**src/rtl/periph_bus_arbiter_pkg.sv**
```systemverilog
// Shared types for the peripheral bus arbiter: decode targets, FSM states, address pages.
// Pure declarations: no latency and no backpressure.
package periph_bus_pkg;

  typedef enum logic [1:0] {TGT_NONE, TGT_SEG, TGT_GPIO, TGT_CNT} tgt_e;
  typedef enum logic [1:0] {ST_IDLE, ST_ACCESS, ST_RESP} state_e;

  localparam logic [3:0] PAGE_SEG = 4'he;
  localparam logic [3:0] PAGE_IO  = 4'hf;

endpackage

```
**src/rtl/periph_bus_arbiter_if.sv**
```systemverilog
// Master request/response port and device-side strobe bundle of the peripheral bus.
// Signal bundles only: no latency; a master holds req until it sees its ready pulse.
interface periph_mst_if #(
  parameter int DATA_W = 32,
  parameter int ADDR_W = 32
);
  logic              req;
  logic              we;
  logic [ADDR_W-1:0] addr;
  logic [DATA_W-1:0] wdata;
  logic              ready;
  logic [DATA_W-1:0] rdata;

  modport master (output req, we, addr, wdata, input ready, rdata);
  modport slave  (input req, we, addr, wdata, output ready, rdata);
endinterface

interface periph_dev_if #(
  parameter int DATA_W = 32
);
  logic [DATA_W-1:0] per_wdata;
  logic              seg_we;
  logic              seg_re;
  logic              gpio_we;
  logic              cnt_we;
  logic [DATA_W-1:0] seg_rdata;
  logic [DATA_W-1:0] gpio_rdata;
  logic [DATA_W-1:0] cnt_rdata;

  modport master (output per_wdata, seg_we, seg_re, gpio_we, cnt_we,
                  input seg_rdata, gpio_rdata, cnt_rdata);
  modport slave  (input per_wdata, seg_we, seg_re, gpio_we, cnt_we,
                  output seg_rdata, gpio_rdata, cnt_rdata);
endinterface

```
**src/rtl/periph_bus_arbiter_decode.sv**
```systemverilog
// Combinational address-to-device decode on the top nibble and bit 2 of the address.
// Zero latency, no backpressure.
module periph_addr_decode
  import periph_bus_pkg::*;
#(
  parameter int ADDR_W = 32
) (
  input  logic [ADDR_W-1:0] i_addr,
  output tgt_e              o_tgt
);

  logic w_unused;
  assign w_unused = ^{i_addr[ADDR_W-5:3], i_addr[1:0]};

  always_comb begin
    o_tgt = TGT_NONE;
    if (i_addr[ADDR_W-1 -: 4] == PAGE_SEG) begin
      o_tgt = TGT_SEG;
    end else if (i_addr[ADDR_W-1 -: 4] == PAGE_IO) begin
      o_tgt = i_addr[2] ? TGT_CNT : TGT_GPIO;
    end
  end

endmodule

```
**src/rtl/periph_bus_arbiter.sv**
```systemverilog
// Round-robin two-master arbiter issuing single-cycle device strobes; req->strobe 1 cycle, ->ready 2 cycles.
// One access per 3 cycles; the losing master simply keeps req high and is served next.
module periph_bus_arbiter
  import periph_bus_pkg::*;
#(
  parameter int                DATA_W        = 32,
  parameter int                ADDR_W        = 32,
  parameter logic [DATA_W-1:0] UNMAPPED_DATA = '0
) (
  input  logic         clk,
  input  logic         rstn,
  periph_mst_if.slave  m0,
  periph_mst_if.slave  m1,
  periph_dev_if.master dev,
  output logic         err,
  output logic         grant
);

  state_e              r_state;
  state_e              w_next;
  logic                r_grant;
  logic                r_last;
  logic                r_we;
  logic [ADDR_W-1:0]   r_addr;
  logic [DATA_W-1:0]   r_wdata;
  logic [DATA_W-1:0]   r_rdata;
  logic                w_any;
  logic                w_win;
  tgt_e                w_tgt;

  assign w_any = m0.req | m1.req;
  // On a tie the master that was not served last wins; r_last resets to 1 so m0 wins first.
  assign w_win = (m0.req & m1.req) ? ~r_last : m1.req;

  periph_addr_decode #(.ADDR_W(ADDR_W)) u_decode (
    .i_addr (r_addr),
    .o_tgt  (w_tgt)
  );

  always_ff @(posedge clk or negedge rstn) begin
    if (!rstn) begin
      r_state <= ST_IDLE;
    end else begin
      r_state <= w_next;
    end
  end

  always_ff @(posedge clk or negedge rstn) begin
    if (!rstn) begin
      r_grant <= 1'b0;
      r_last  <= 1'b1;
      r_we    <= 1'b0;
      r_addr  <= '0;
      r_wdata <= '0;
      r_rdata <= '0;
    end else begin
      case (r_state)
        ST_IDLE: begin
          if (w_any) begin
            r_grant <= w_win;
            r_we    <= w_win ? m1.we    : m0.we;
            r_addr  <= w_win ? m1.addr  : m0.addr;
            r_wdata <= w_win ? m1.wdata : m0.wdata;
          end
        end
        ST_ACCESS: begin
          if (r_we) begin
            r_rdata <= '0;
          end else begin
            case (w_tgt)
              TGT_SEG:  r_rdata <= dev.seg_rdata;
              TGT_GPIO: r_rdata <= dev.gpio_rdata;
              TGT_CNT:  r_rdata <= dev.cnt_rdata;
              default:  r_rdata <= UNMAPPED_DATA;
            endcase
          end
        end
        ST_RESP: r_last <= r_grant;
        default: ;
      endcase
    end
  end

  always_comb begin
    w_next      = r_state;
    dev.seg_we  = 1'b0;
    dev.seg_re  = 1'b0;
    dev.gpio_we = 1'b0;
    dev.cnt_we  = 1'b0;
    m0.ready    = 1'b0;
    m1.ready    = 1'b0;
    err         = 1'b0;
    case (r_state)
      ST_IDLE: begin
        if (w_any) w_next = ST_ACCESS;
      end
      ST_ACCESS: begin
        dev.seg_we  = r_we  && (w_tgt == TGT_SEG);
        dev.seg_re  = !r_we && (w_tgt == TGT_SEG);
        dev.gpio_we = r_we  && (w_tgt == TGT_GPIO);
        dev.cnt_we  = r_we  && (w_tgt == TGT_CNT);
        w_next      = ST_RESP;
      end
      ST_RESP: begin
        m0.ready = !r_grant;
        m1.ready = r_grant;
        err      = (w_tgt == TGT_NONE);
        w_next   = ST_IDLE;
      end
      default: w_next = ST_IDLE;
    endcase
  end

  assign m0.rdata      = m0.ready ? r_rdata : '0;
  assign m1.rdata      = m1.ready ? r_rdata : '0;
  assign grant         = r_grant;
  assign dev.per_wdata = r_wdata;

endmodule

```
**src/flat_wrapper.sv**
```systemverilog
// flat-port wrapper written by rule: the top's interface ports become plain ports
module periph_bus_arbiter_flat import periph_bus_pkg::*;
#(
  parameter int                DATA_W        = 32,
  parameter int                ADDR_W        = 32,
  parameter logic [DATA_W-1:0] UNMAPPED_DATA = '0
)
  (clk, rstn, err, grant, m0_req, m0_we, m0_addr, m0_wdata, m0_ready, m0_rdata, m1_req, m1_we, m1_addr, m1_wdata, m1_ready, m1_rdata, dev_per_wdata, dev_seg_we, dev_seg_re, dev_gpio_we, dev_cnt_we, dev_seg_rdata, dev_gpio_rdata, dev_cnt_rdata);
  periph_mst_if #(.DATA_W(DATA_W), .ADDR_W(ADDR_W)) m0_i ();
  periph_mst_if #(.DATA_W(DATA_W), .ADDR_W(ADDR_W)) m1_i ();
  periph_dev_if #(.DATA_W(DATA_W)) dev_i ();
  input  logic clk;
  input  logic rstn;
  output logic err;
  output logic grant;
  input wire logic [$bits(m0_i.req)-1:0] m0_req;
  input wire logic [$bits(m0_i.we)-1:0] m0_we;
  input wire logic [$bits(m0_i.addr)-1:0] m0_addr;
  input wire logic [$bits(m0_i.wdata)-1:0] m0_wdata;
  output wire logic [$bits(m0_i.ready)-1:0] m0_ready;
  output wire logic [$bits(m0_i.rdata)-1:0] m0_rdata;
  input wire logic [$bits(m1_i.req)-1:0] m1_req;
  input wire logic [$bits(m1_i.we)-1:0] m1_we;
  input wire logic [$bits(m1_i.addr)-1:0] m1_addr;
  input wire logic [$bits(m1_i.wdata)-1:0] m1_wdata;
  output wire logic [$bits(m1_i.ready)-1:0] m1_ready;
  output wire logic [$bits(m1_i.rdata)-1:0] m1_rdata;
  output wire logic [$bits(dev_i.per_wdata)-1:0] dev_per_wdata;
  output wire logic [$bits(dev_i.seg_we)-1:0] dev_seg_we;
  output wire logic [$bits(dev_i.seg_re)-1:0] dev_seg_re;
  output wire logic [$bits(dev_i.gpio_we)-1:0] dev_gpio_we;
  output wire logic [$bits(dev_i.cnt_we)-1:0] dev_cnt_we;
  input wire logic [$bits(dev_i.seg_rdata)-1:0] dev_seg_rdata;
  input wire logic [$bits(dev_i.gpio_rdata)-1:0] dev_gpio_rdata;
  input wire logic [$bits(dev_i.cnt_rdata)-1:0] dev_cnt_rdata;
  assign m0_i.req = m0_req;
  assign m0_i.we = m0_we;
  assign m0_i.addr = m0_addr;
  assign m0_i.wdata = m0_wdata;
  assign m0_ready = m0_i.ready;
  assign m0_rdata = m0_i.rdata;
  assign m1_i.req = m1_req;
  assign m1_i.we = m1_we;
  assign m1_i.addr = m1_addr;
  assign m1_i.wdata = m1_wdata;
  assign m1_ready = m1_i.ready;
  assign m1_rdata = m1_i.rdata;
  assign dev_per_wdata = dev_i.per_wdata;
  assign dev_seg_we = dev_i.seg_we;
  assign dev_seg_re = dev_i.seg_re;
  assign dev_gpio_we = dev_i.gpio_we;
  assign dev_cnt_we = dev_i.cnt_we;
  assign dev_i.seg_rdata = dev_seg_rdata;
  assign dev_i.gpio_rdata = dev_gpio_rdata;
  assign dev_i.cnt_rdata = dev_cnt_rdata;
  periph_bus_arbiter #(.DATA_W(DATA_W), .ADDR_W(ADDR_W), .UNMAPPED_DATA(UNMAPPED_DATA)) u_core (.clk(clk), .rstn(rstn), .m0(m0_i), .m1(m1_i), .dev(dev_i), .err(err), .grant(grant));
endmodule
```
**config.mk**
```make
export PLATFORM = sky130hd
export DESIGN_NAME = periph_bus_arbiter_flat
export DESIGN_NICKNAME = d
export VERILOG_FILES = /design/src/rtl/periph_bus_arbiter_pkg.sv /design/src/rtl/periph_bus_arbiter_if.sv /design/src/rtl/periph_bus_arbiter_decode.sv /design/src/rtl/periph_bus_arbiter.sv /design/src/flat_wrapper.sv
export SDC_FILE = /design/constraint.sdc
export NUM_CORES = 1
export LEC_CHECK = 0
export ABC_AREA = 1
export CAP_MARGIN = 25
export CORE_AREA = 2 2 131 133
export DETAILED_ROUTE_END_ITERATION = 10
export DIE_AREA = 0 0 133 135
export PLACE_DENSITY = 0.85
export SLEW_MARGIN = 30
export SYNTH_ARGS = -nofsm -noshare
export SYNTH_HDL_FRONTEND = slang
export SYNTH_HIERARCHICAL = 1
export SYNTH_SLANG_ARGS = --single-unit
```
**constraint.sdc**
```tcl
create_clock -name clk -period 4.77 [get_ports clk]
set_input_delay 0.954 -clock clk [delete_from_list [all_inputs] [get_ports clk]]
set_output_delay 0.954 -clock clk [all_outputs]
set_load 0.02 [all_outputs]
```
==> run metrics, run 1 <==
CP max FO 67; Via density 4.59; total gr overflow 0; post-CTS sizing 0; number of port buffers 279; initial drt markers 238; Req. time, crit path 3.82 ns; Synth Cell Area 4740 µm²; Cell Pwr Density 399 nW/µm²; DRT Pass-1 Iters 4; design area 7930 µm²; Finished Core Util 48.3%; fmax 286 MHz; Post CTS Setup Buffer Count 0; first-pass GRT wire length 26300 µm; CTS root buf clkbuf_16; # diodes 0; Worst Setup End Kind output port; die area 18000 µm²; largest net degree at the start of global routing 75; clock buffer depth 2; layout cells sized above 1 3.83%; Placeable Area 16400 µm²; Ys Warns 6; Post-DP HPWL 12300 µm; Worst-Skew Late Latency 0.33 ns; remaining antenna violation count after routing 0; GRT Util Overall 18.3%; post-layout min period 3.49 ns; setup tns final 0 ns; worst slew pin tran 0.730 ns; total length of routed wires 16900 µm; wire length per cell 14.2 µm; CTS Sinks 74; Max-Cap Viols 0; VDD IR max 0.000299 V; hold buffers post-CTS 0; vias in the first global route 5227; total number of H-tree levels 3; status finished, final reports clean; DP Area 7580 µm²; relative slew slack 51.2%; startpoint types flop; Critical Path AT 2.54 ns; Tcrit/Tclk final 73.2%; Initial Utilization 28.9%; Max Clock Skew 0.0100 ns; initial antenna violation count 0; num rows 47; Leakage 3.55 nW; WS Path Type reg2out; Die H 135 µm; RSZ-0062 raised after global routing no; RD Place Congestion 0.780; via count 5440; synthesized instance count 724; Hold/Removal Path Class reg2reg; Final #Nets 1191; mean area per synthesized cell 6.54 µm²; Synthesized Nets 954; Slew Limit Fails 0; Die W 133 µm; CTS tree done; Num CTS Buffers 9; P&R area growth vs syn 67.5%; I/O pins 334; Worst-path clk slew 0.06 ns; DR DRC count 0; Hold Fails Final Rpt 0; hold_ws 0.472 ns; final setup vio count 0
-- worst max-delay path, stage by stage (launching register included) --
cell,delay (ns)
dfrtp_1,0.36
nand3_1,0.19
nor2_4,0.14
buf_4,0.55
nand3_1,0.14
nor2_1,0.12
clkdlybuf4s50_1,0.63
-- final timing paths --
path                                               start                                    to  slack, ns  cells past startpoint
min reg2reg                    u_core/r_last$_DFFE_PN1N_             u_core/r_last$_DFFE_PN1N_       0.47                      2
max                        u_core/r_addr[29]$_DFFE_PN0P_                            dev_cnt_we       1.28                      6
max in group asynchronous                           rstn         u_core/r_rdata[6]$_DFFE_PN0P_       3.64                      1
max reg2reg                u_core/r_addr[29]$_DFFE_PN0P_        u_core/r_rdata[13]$_DFFE_PN0P_       2.15                      8
min                            u_core/r_last$_DFFE_PN1N_             u_core/r_last$_DFFE_PN1N_       0.47                      2
min in group asynchronous                           rstn  u_core/dev.per_wdata[29]$_DFFE_PN0P_       0.65                      1
-- where the power goes --
part	total, W	switching [W]	internal (W)
Sequential	0.000928	0.000110	0.000818
Combinational	0.00146	0.000866	0.000595
Clock	0.000777	0.000264	0.000513
Total	0.00317	0.00124	0.00193
-- routing by layer --
layer | vias to the layer above | routed length (µm) | GRT usage, %
li1 | 2728 | - | -
met1 | 2462 | 6810 | 20.5
met2 | 228 | 8030 | 32.5
met3 | 22 | 1700 | 6.12
met4 | 0 | 346 | 6.51
met5 | - | 0 | 0
-- sequential cells by signal (all words and copies together) (netlist names) --
register and cells:
u_core/dev.per_wdata 32, u_core/grant 1, u_core/r_addr 5, u_core/r_last 1, u_core/r_rdata 32, u_core/r_state 2, u_core/r_we 1
-- through the flow --
stage / setup WS, ns / total power (W) / instances
global route: 1.15 / 0.00336 / 1186
CTS: 1.27 / 0.00320 / 1186
finish: 1.28 / 0.00317 / 1186
floorplan: 2.13 / 0.00177 / 724
global placement: 1.70 / 0.00237 / 1170
detailed placement: 1.64 / 0.00240 / 1170
-- cells in the final DEF (no fill, tap or decap), types with 4 or more instances in the layout --
cell,n
nand2_1,219
clkbuf_16,9
clkdlybuf4s50_1,278
inv_2,4
nand3_1,169
nand3b_1,38
dfrtp_1,73
inv_1,76
nor2_1,71
buf_4,10
-- cell type report --
type                       instances  area, µm²
inverter                          80        300
sequential                        74       1850
tap                              220        275
clock inverter                     6        115
multi-input combinational        507       2290
fill                            1574       8470
clock buffer                      10        229
timing repair buffer             289       2870
No activity file was read; power rests on OpenSTA's default activity.
==> run 2, diff against run 1 <==
- CORE_AREA: 2 2 131 133 -> not set
- CORE_MARGIN: not set -> 2
- CORE_UTILIZATION: not set -> 36
- DIE_AREA: 0 0 133 135 -> not set
- PLACE_DENSITY: 0.85 -> 0.86
- clock period: 4.77 -> 2.9 ns (I/O delays scaled with it)
==> run 2 against run 1 <==
Effect of this change:
- global-route usage rose by 4.9 points
- total power rose by 59%
- clock-buffer cell count rose by 2
- combinational power rose by 64%
- cell area fell by 0.66%
- critical path depth fell by 1
- via count rose by 1.3%
- sequential share of layout area rose by 0.16 points
- final cell count fell by 3.5%
- clock skew fell by 0.0023 ns
- register-to-register slack got worse by 1.2 ns
- setup slack got worse by 1.1 ns
==> run metrics, run 2 (synthesis results as in run 1) <==
number of port buffers 279; startpoint types flop; fmax 367 MHz; via count 5508; CP max FO 5; CTS tree done; P&R area growth vs syn 66.3%; Initial Utilization 37.2%; Post CTS Setup Buffer Count 0; setup tns final 0 ns; Max-Cap Viols 0; Tcrit/Tclk final 94.1%; Place WS 0.506 ns; WS Path Type reg2out; die area 14100 µm²; Via density 4.81; Critical Path AT 2.15 ns; Leakage 3.56 nW; layout cells sized above 1 4.42%; Num CTS Buffers 9; Placeable Area 12700 µm²; Post-DP HPWL 12300 µm; CTS root buf clkbuf_16; Slew Limit Fails 0; commonest non-fill, non-tap cell in the layout clkdlybuf4s50_1; initial drt markers 315; remaining antenna violation count after routing 0; wire length per cell 14.3 µm; DR DRC count 0; I/O pins 334; Hold/Removal Path Class in2async; post-layout min period 2.73 ns; Die W 119 µm; DRT Pass-1 Iters 5; Worst Setup End Kind output port; RD Place Congestion 0.822; total gr overflow 0; CTS Sinks 74; status finished, final reports clean; total number of H-tree levels 3; Hold Fails Final Rpt 0; Die H 119 µm; total length of routed wires 16400 µm; fillcell total 1165; Max Clock Skew 0.00768 ns; commonest cells after routing, fill and taps aside 277 x clkdlybuf4s50_1, 219 x nand2_1, 169 x nand3_1; Worst-path clk slew 0.06 ns; num rows 41; initial antenna violation count 0; RSZ-0062 raised after global routing no; placed cell count 1128; relative slew slack 54.8%; first-pass GRT wire length 26600 µm; # diodes 0; vias in the first global route 5294; setup ws final 0.172 ns; clock buffer depth 2; Cell Pwr Density 641 nW/µm²; Cell Count, Final, Fillers Out 1144; largest net degree at the start of global routing 75; worst slew pin tran 0.679 ns; final setup vio count 0; Worst-Skew Late Latency 0.32 ns; VDD IR max 0.000510 V; Final #Nets 1197; Req. time, crit path 2.32 ns; GRT Util Overall 23.2%
run 2: changes by cell type in the layout (fill, tap and decap cells not counted), sizes merged:
cell,before,now
buf,11,18
bufinv,3,1
clkinv,2,1
clkbuf,10,12
clkinvlp,1,2
clkdlybuf4s50,278,277
run 2: routing by layer:
layer  up-vias  part of all wire, %  wire (µm)  global-route usage [%]
met5         -                    0          0                       0
li1       2744                    -          -                       -
met2       251                   48       7870                    39.2
met1      2485                   40       6590                    28.0
met3        28                  9.3       1520                    6.95
met4         0                  2.5        417                    8.41
run 2: final timing paths:
| check | start | endpoint | slack [ns] | cells after the start |
|---|---|---|---|---|
| hold / removal | rstn | u_core/dev.per_wdata[22]$_DFFE_PN0P_ | 0.27 | 1 |
| min in group clk | u_core/r_last$_DFFE_PN1N_ | u_core/r_last$_DFFE_PN1N_ | 0.47 | 2 |
| setup / recovery | u_core/r_addr[31]$_DFFE_PN0P_ | dev_gpio_we | 0.17 | 5 |
| setup reg to reg | u_core/r_addr[31]$_DFFE_PN0P_ | u_core/r_rdata[8]$_DFFE_PN0P_ | 0.93 | 9 |
| hold reg to reg | u_core/r_last$_DFFE_PN1N_ | u_core/r_last$_DFFE_PN1N_ | 0.47 | 2 |
| max in group asynchronous | rstn | u_core/dev.per_wdata[7]$_DFFE_PN0P_ | 2.15 | 1 |
run 2: per-stage QoR:
stage                     instance area (µm²)  util (%)  hold slack [ns]  total power (W)
after floorplan                          4740         -            0.284          0.00292
after global placement                   7570      59.5            0.456          0.00390
after detailed placement                 7570      59.5            0.457          0.00395
after CTS                                7870      61.9            0.439          0.00510
after global routing                     7880      61.9            0.315          0.00541
final                                    7880      61.9            0.266          0.00505
run 2: power breakdown:
part           switching [W]  total [W]  internal, W
logic                0.00140    0.00240     0.000996
clock network       0.000408    0.00112     0.000711
registers           0.000182    0.00153      0.00135
total                0.00199    0.00505      0.00305
run 2: critical path: stages, from the launching register on:
cell and delay (ns):
dfrtp_1 0.36, nand3_1 0.19, nor2_4 0.25, inv_2 0.09, nor4_1 0.25, clkdlybuf4s50_1 0.68
run 2: area by class of cell:
| cell class | count | area [µm²] | area share, % |
|---|---|---|---|
| repair buffers | 295 | 2910 | 36.9 |
| multi-input cells | 507 | 2290 | 29.1 |
| flip-flops and latches | 74 | 1850 | 23.5 |
| inverters | 80 | 303 | 3.84 |
| clock buffers | 12 | 256 | 3.26 |
| well taps | 172 | 215 | 2.73 |
| clock inverters | 4 | 50.0 | 0.635 |
run 2: what timing repair did:
| action | 4_1_cts | 5_1_grt |
|---|---|---|
| endpoints found under the setup margin | 0 | 5 |
| gates resized for setup | 0 | 2 |
| hold buffers | 0 | 0 |
==> RTL change 1, RTL diff (config.mk and constraints of run 1) <==
`DATA_W` is set to 32 in 4 places; all go to 16.
--- a/src/rtl/periph_bus_arbiter_if.sv
+++ b/src/rtl/periph_bus_arbiter_if.sv
@@ -2,5 +2,5 @@
 // Signal bundles only: no latency; a master holds req until it sees its ready pulse.
 interface periph_mst_if #(
-  parameter int DATA_W = 32,
+  parameter int DATA_W = 16,
   parameter int ADDR_W = 32
 );
@@ -17,5 +17,5 @@
 
 interface periph_dev_if #(
-  parameter int DATA_W = 32
+  parameter int DATA_W = 16
 );
   logic [DATA_W-1:0] per_wdata;
--- a/src/rtl/periph_bus_arbiter.sv
+++ b/src/rtl/periph_bus_arbiter.sv
@@ -4,5 +4,5 @@
   import periph_bus_pkg::*;
 #(
-  parameter int                DATA_W        = 32,
+  parameter int                DATA_W        = 16,
   parameter int                ADDR_W        = 32,
   parameter logic [DATA_W-1:0] UNMAPPED_DATA = '0
--- a/src/flat_wrapper.sv
+++ b/src/flat_wrapper.sv
@@ -2,5 +2,5 @@
 module periph_bus_arbiter_flat import periph_bus_pkg::*;
 #(
-  parameter int                DATA_W        = 32,
+  parameter int                DATA_W        = 16,
   parameter int                ADDR_W        = 32,
   parameter logic [DATA_W-1:0] UNMAPPED_DATA = '0
Ports: changed (8 resized); port bits go from 334 to 206. The function was not compared with the original's and may differ.
==> RTL change 1 against run 1 <==
Die area is the same. Sequential cell count fell by 32. First-iteration DRC count is 52% lower. Routed wire length decreased by 40%. Area after synthesis decreased by 43%. Power decreased by 45%. Synthesized cell count down 43%. Sequential share of layout area barely moved. Worst setup slack improved by 0.24 ns. Fmax up 7.4%. Cell area fell by 43%. Global-route usage down 7.3 points. Critical endpoint is now dev_gpio_we.
==> RTL change 1: results (changes against run 1) <==
- Net Sw Frac: 0.421 (+0.0292)
- Crit Path Max Fanout: 20 (-70%)
- Result of the run: finished clean
- Wire per inst: 13.4 um (-6.1%)
- First-pass GRT wire length: 15.0 mm (-43%)
- Final Instance Count excl. Fillers: 756 (-36%)
- Max VDD drop: 0.211 mV (-30%)
- Critical path's largest stage delay: 0.66 ns (+0.03 ns)
- Net count after synthesis: 561 (-41%)
- I/O Buffers: 151 (-46%)
- Rel. slew slack: 0.387 (-0.126)
- Total GRT Usage: 0.110 (-0.0730)
- Leak pwr: 1.97 nW (-45%)
- CP arrival: 2.30 ns (-0.24 ns)
- DRT met1 WL: 4.32 mm (-37%)
- 1st-iter DRT viols: 115 (-52%)
- Vias in the first global route: 2866 (-45%)
- Worst Skew: 0.00466 ns (-0.00534 ns)
- Length of routed met3 wiring: 1.02 mm (-40%)
- Hold Slack: 0.478 ns (+0.00625 ns)
- Post-DP HPWL: 7.36 mm (-40%)
- Post-synthesis cell count: 411 (-43%)
- GP Congestion: 0.696 (-11%)
- Worst r2r path cells: 9 (+1)
- Reg-to-reg slack, setup: 2.88 ns (+0.73 ns)
- Placed insts: 748 (-36%)
- Worst reg2reg endpoint: u_core/r_rdata[10]
- Largest net degree at the start of global routing: 43 (-43%)
- Layout cells sized above 1: 0.0410 (+0.00274)
- Filler cells: 1736 (+10%)
- DR WL met2: 4.67 mm (-42%)
- Cts bufs inserted: 5 (-4)
- Clk Latency, worst-skew pair: 0.30 ns (-0.03 ns)
- Worst path top cell family by delay: simple AND/OR/NAND/NOR gates
- Min-delay src: u_core/dev.per_wdata[10]
- Total Nets Final: 685 (-42%)
RTL change 1: through the flow:
step,utilization,setup WS (ns),area (um^2)
2_1_floorplan,-,2.23,2710
3_3_place_gp,0.264,1.67,4330
3_5_place_dp,0.265,1.80,4350
4_1_cts,0.274,1.47,4500
5_1_grt,0.274,1.31,4500
6_report,0.274,1.52,4500
RTL change 1: final cells by class:
type / instances / area (um^2) / share of cell area
Tap cell: 220 / 275 / 0.0612
Timing Repair Buffer: 155 / 1540 / 0.342
Sequential cell: 42 / 1050 / 0.234
Multi-Input combinational cell: 283 / 1300 / 0.289
Clock inverter: 2 / 12.5 / 0.00278
Clock buffer: 6 / 139 / 0.0309
Inverter: 48 / 180 / 0.0400
RTL change 1: routing by layer:
layer / global-route usage / up-vias
met4: 0.0311 / 0
met3: 0.0420 / 8
met1: 0.126 / 1370
met5: 0 / -
met2: 0.191 / 117
li1: - / 1517
RTL change 1: worst max-delay path by stage:
stage	endpoint	depth (start not counted)	startpoint
after floorplan	dev_gpio_we	6	u_core/r_addr[29]
after detailed placement	dev_gpio_we	4	u_core/r_state[1]
final	dev_gpio_we	4	u_core/r_state[1]
after CTS	dev_gpio_we	4	u_core/r_state[1]
after global routing	dev_gpio_we	4	u_core/r_state[1]
after global placement	u_core/dev.per_wdata[2]	6	m1_req
RTL change 1: power by group through the flow:
stage               Sequential, mW  Combinational (mW)  Clock, mW
floorplan                    0.627               0.419          0
global route                 0.564               0.925      0.393
global placement             0.553               0.833          0
CTS                          0.549               0.856      0.386
finish                       0.547               0.841      0.365
detailed placement           0.550               0.856          0
RTL change 1: worst reg2reg max path, delay by kind of cell, from the launching register on:
| kind | cells | cell delay, ns |
|---|---|---|
| flip-flops | 1 | 0.37 |
| AND/OR/NAND/NOR | 6 | 0.60 |
| buffers and inverters | 3 | 0.81 |
==> RTL change 2, RTL diff (settings of run 1) <==
Without the edit above. The 3 states of `state_e` get a one-hot encoding in 3 bits.
--- a/src/rtl/periph_bus_arbiter_pkg.sv
+++ b/src/rtl/periph_bus_arbiter_pkg.sv
@@ -4,5 +4,5 @@
 
   typedef enum logic [1:0] {TGT_NONE, TGT_SEG, TGT_GPIO, TGT_CNT} tgt_e;
-  typedef enum logic [1:0] {ST_IDLE, ST_ACCESS, ST_RESP} state_e;
+  typedef enum logic [2:0] {ST_IDLE = 3'b001, ST_ACCESS = 3'b010, ST_RESP = 3'b100} state_e;
 
   localparam logic [3:0] PAGE_SEG = 4'he;
Formal check against the unedited RTL: same outputs for any inputs over 10 cycles, from zero or initial values and one cycle with rstn low; not proved beyond that.
==> RTL change 2 against run 1 <==
Power decreased by 12%. Routed wire length shrank 0.56%. Area after synthesis down 4.2%. Die area unchanged. Cell area down 3.1%. Sequential cell count grew 1. Worst setup slack lost 0.44 ns. Critical path type unchanged. Largest power group unchanged.
==> RTL change 2: results (changes against run 1) <==
- 1st-iter DRT viols: 236 (-0.84%)
- Placed Area: 0.00740 mm^2 (-2.4%)
- Min-delay worst type: reg -> reg
- Leak pwr: 3.52 nW (-0.64%)
- Max VDD drop: 0.222 mV (-26%)
- Vias: 5377 (-1.2%)
- Post-DP HPWL: 12.3 mm (+0.76%)
- Placement Setup Slack: 1.27 ns (-0.373 ns)
- Cts bufs inserted: 9 (unchanged)
- Crit Path Max Fanout: 30 (-55%)
- Net count after synthesis: 955 (+0.10%)
- Antenna violations before repair: 0 (unchanged)
- Total Nets Final: 1198 (+0.59%)
- Top Metal Used: met4
- CTS clk-pin slew, worst paths: 0.06 ns (about the same)
- Met1 GRT Util: 0.219 (+0.0137)
- Longest Clk Path Bufs: 2 (unchanged)
- Largest net degree at the start of global routing: 76 (+1.3%)
- Post-CTS sizing: 0 (unchanged)
- Slew @ Worst Pin: 0.712 ns (-0.0183 ns)
- DRT met1 WL: 6.90 mm (+1.4%)
- Total GRT Usage: 0.188 (+0.00501)
- Length of routed met3 wiring: 1.61 mm (-5.3%)
- Filler cells: 1640 (+4.2%)
- Drt first pass iters: 5 (+1)
- Result of the run: finished clean
- GP Congestion: 0.839 (+7.6%)
- First-pass GRT wire length: 26.7 mm (+1.4%)
- Worst Skew: 0.00884 ns (-0.00116 ns)
- Diodes inserted: 0 (unchanged)
- GR Util met3: 0.0578 (-0.00338)
- DR WL met2: 7.91 mm (-1.4%)
- Layout cells sized above 1: 0.0401 (+0.00178)
- Synth warn: 6 (unchanged)
- M2 GR Usage: 0.323 (-0.00230)
- Clk Latency, worst-skew pair: 0.34 ns
- Vias in the first global route: 5285 (+1.1%)
- CP arrival: 2.98 ns (+0.44 ns)
- Wire per inst: 14.1 um (-1.1%)
-- RTL change 2: final timing paths --
path | from | end | slack, ns | depth (start not counted)
max | u_core/r_addr[28] | dev_seg_we | 0.84 | 8
min | u_core/dev.per_wdata[27] | u_core/dev.per_wdata[27] | 0.47 | 2
max reg2reg | u_core/r_addr[28] | u_core/r_rdata[19] | 2.16 | 10
min reg2reg | u_core/dev.per_wdata[27] | u_core/dev.per_wdata[27] | 0.47 | 2
max in group asynchronous | rstn | u_core/r_rdata[20] | 3.64 | 1
min in group asynchronous | rstn | u_core/dev.per_wdata[2] | 0.63 | 1
-- RTL change 2: cell type report --
| class | instances | area (um^2) | share of cell area |
|---|---|---|---|
| timing repair buffer | 288 | 2860 | 0.372 |
| multi-input combinational | 546 | 2210 | 0.287 |
| sequential | 75 | 1880 | 0.245 |
| tap | 220 | 275 | 0.0358 |
| clock buffer | 10 | 239 | 0.0311 |
| inverter | 48 | 180 | 0.0234 |
| clock inverter | 6 | 41.3 | 0.00537 |
-- RTL change 2: through the flow --
step	instances	hold slack, ns
after floorplan	725	0.448
after global placement	1177	0.461
after detailed placement	1177	0.464
after CTS	1193	0.481
after global routing	1193	0.500
final	1193	0.475
-- RTL change 2: critical path, cell delays in order (launching register included) --
cell,delay (ns)
dfrtp_1,0.37
inv_1,0.10
nor2_1,0.05
nor2_1,0.56
inv_2,0.46
nor2_2,0.24
inv_2,0.05
nor3_1,0.16
clkdlybuf4s50_1,0.64
-- RTL change 2: power by group --
part | leakage [nW] | switching, mW | internal [mW]
registers | 0.981 | 0.105 | 0.828
clock network | 0.130 | 0.273 | 0.365
logic | 2.41 | 0.701 | 0.515
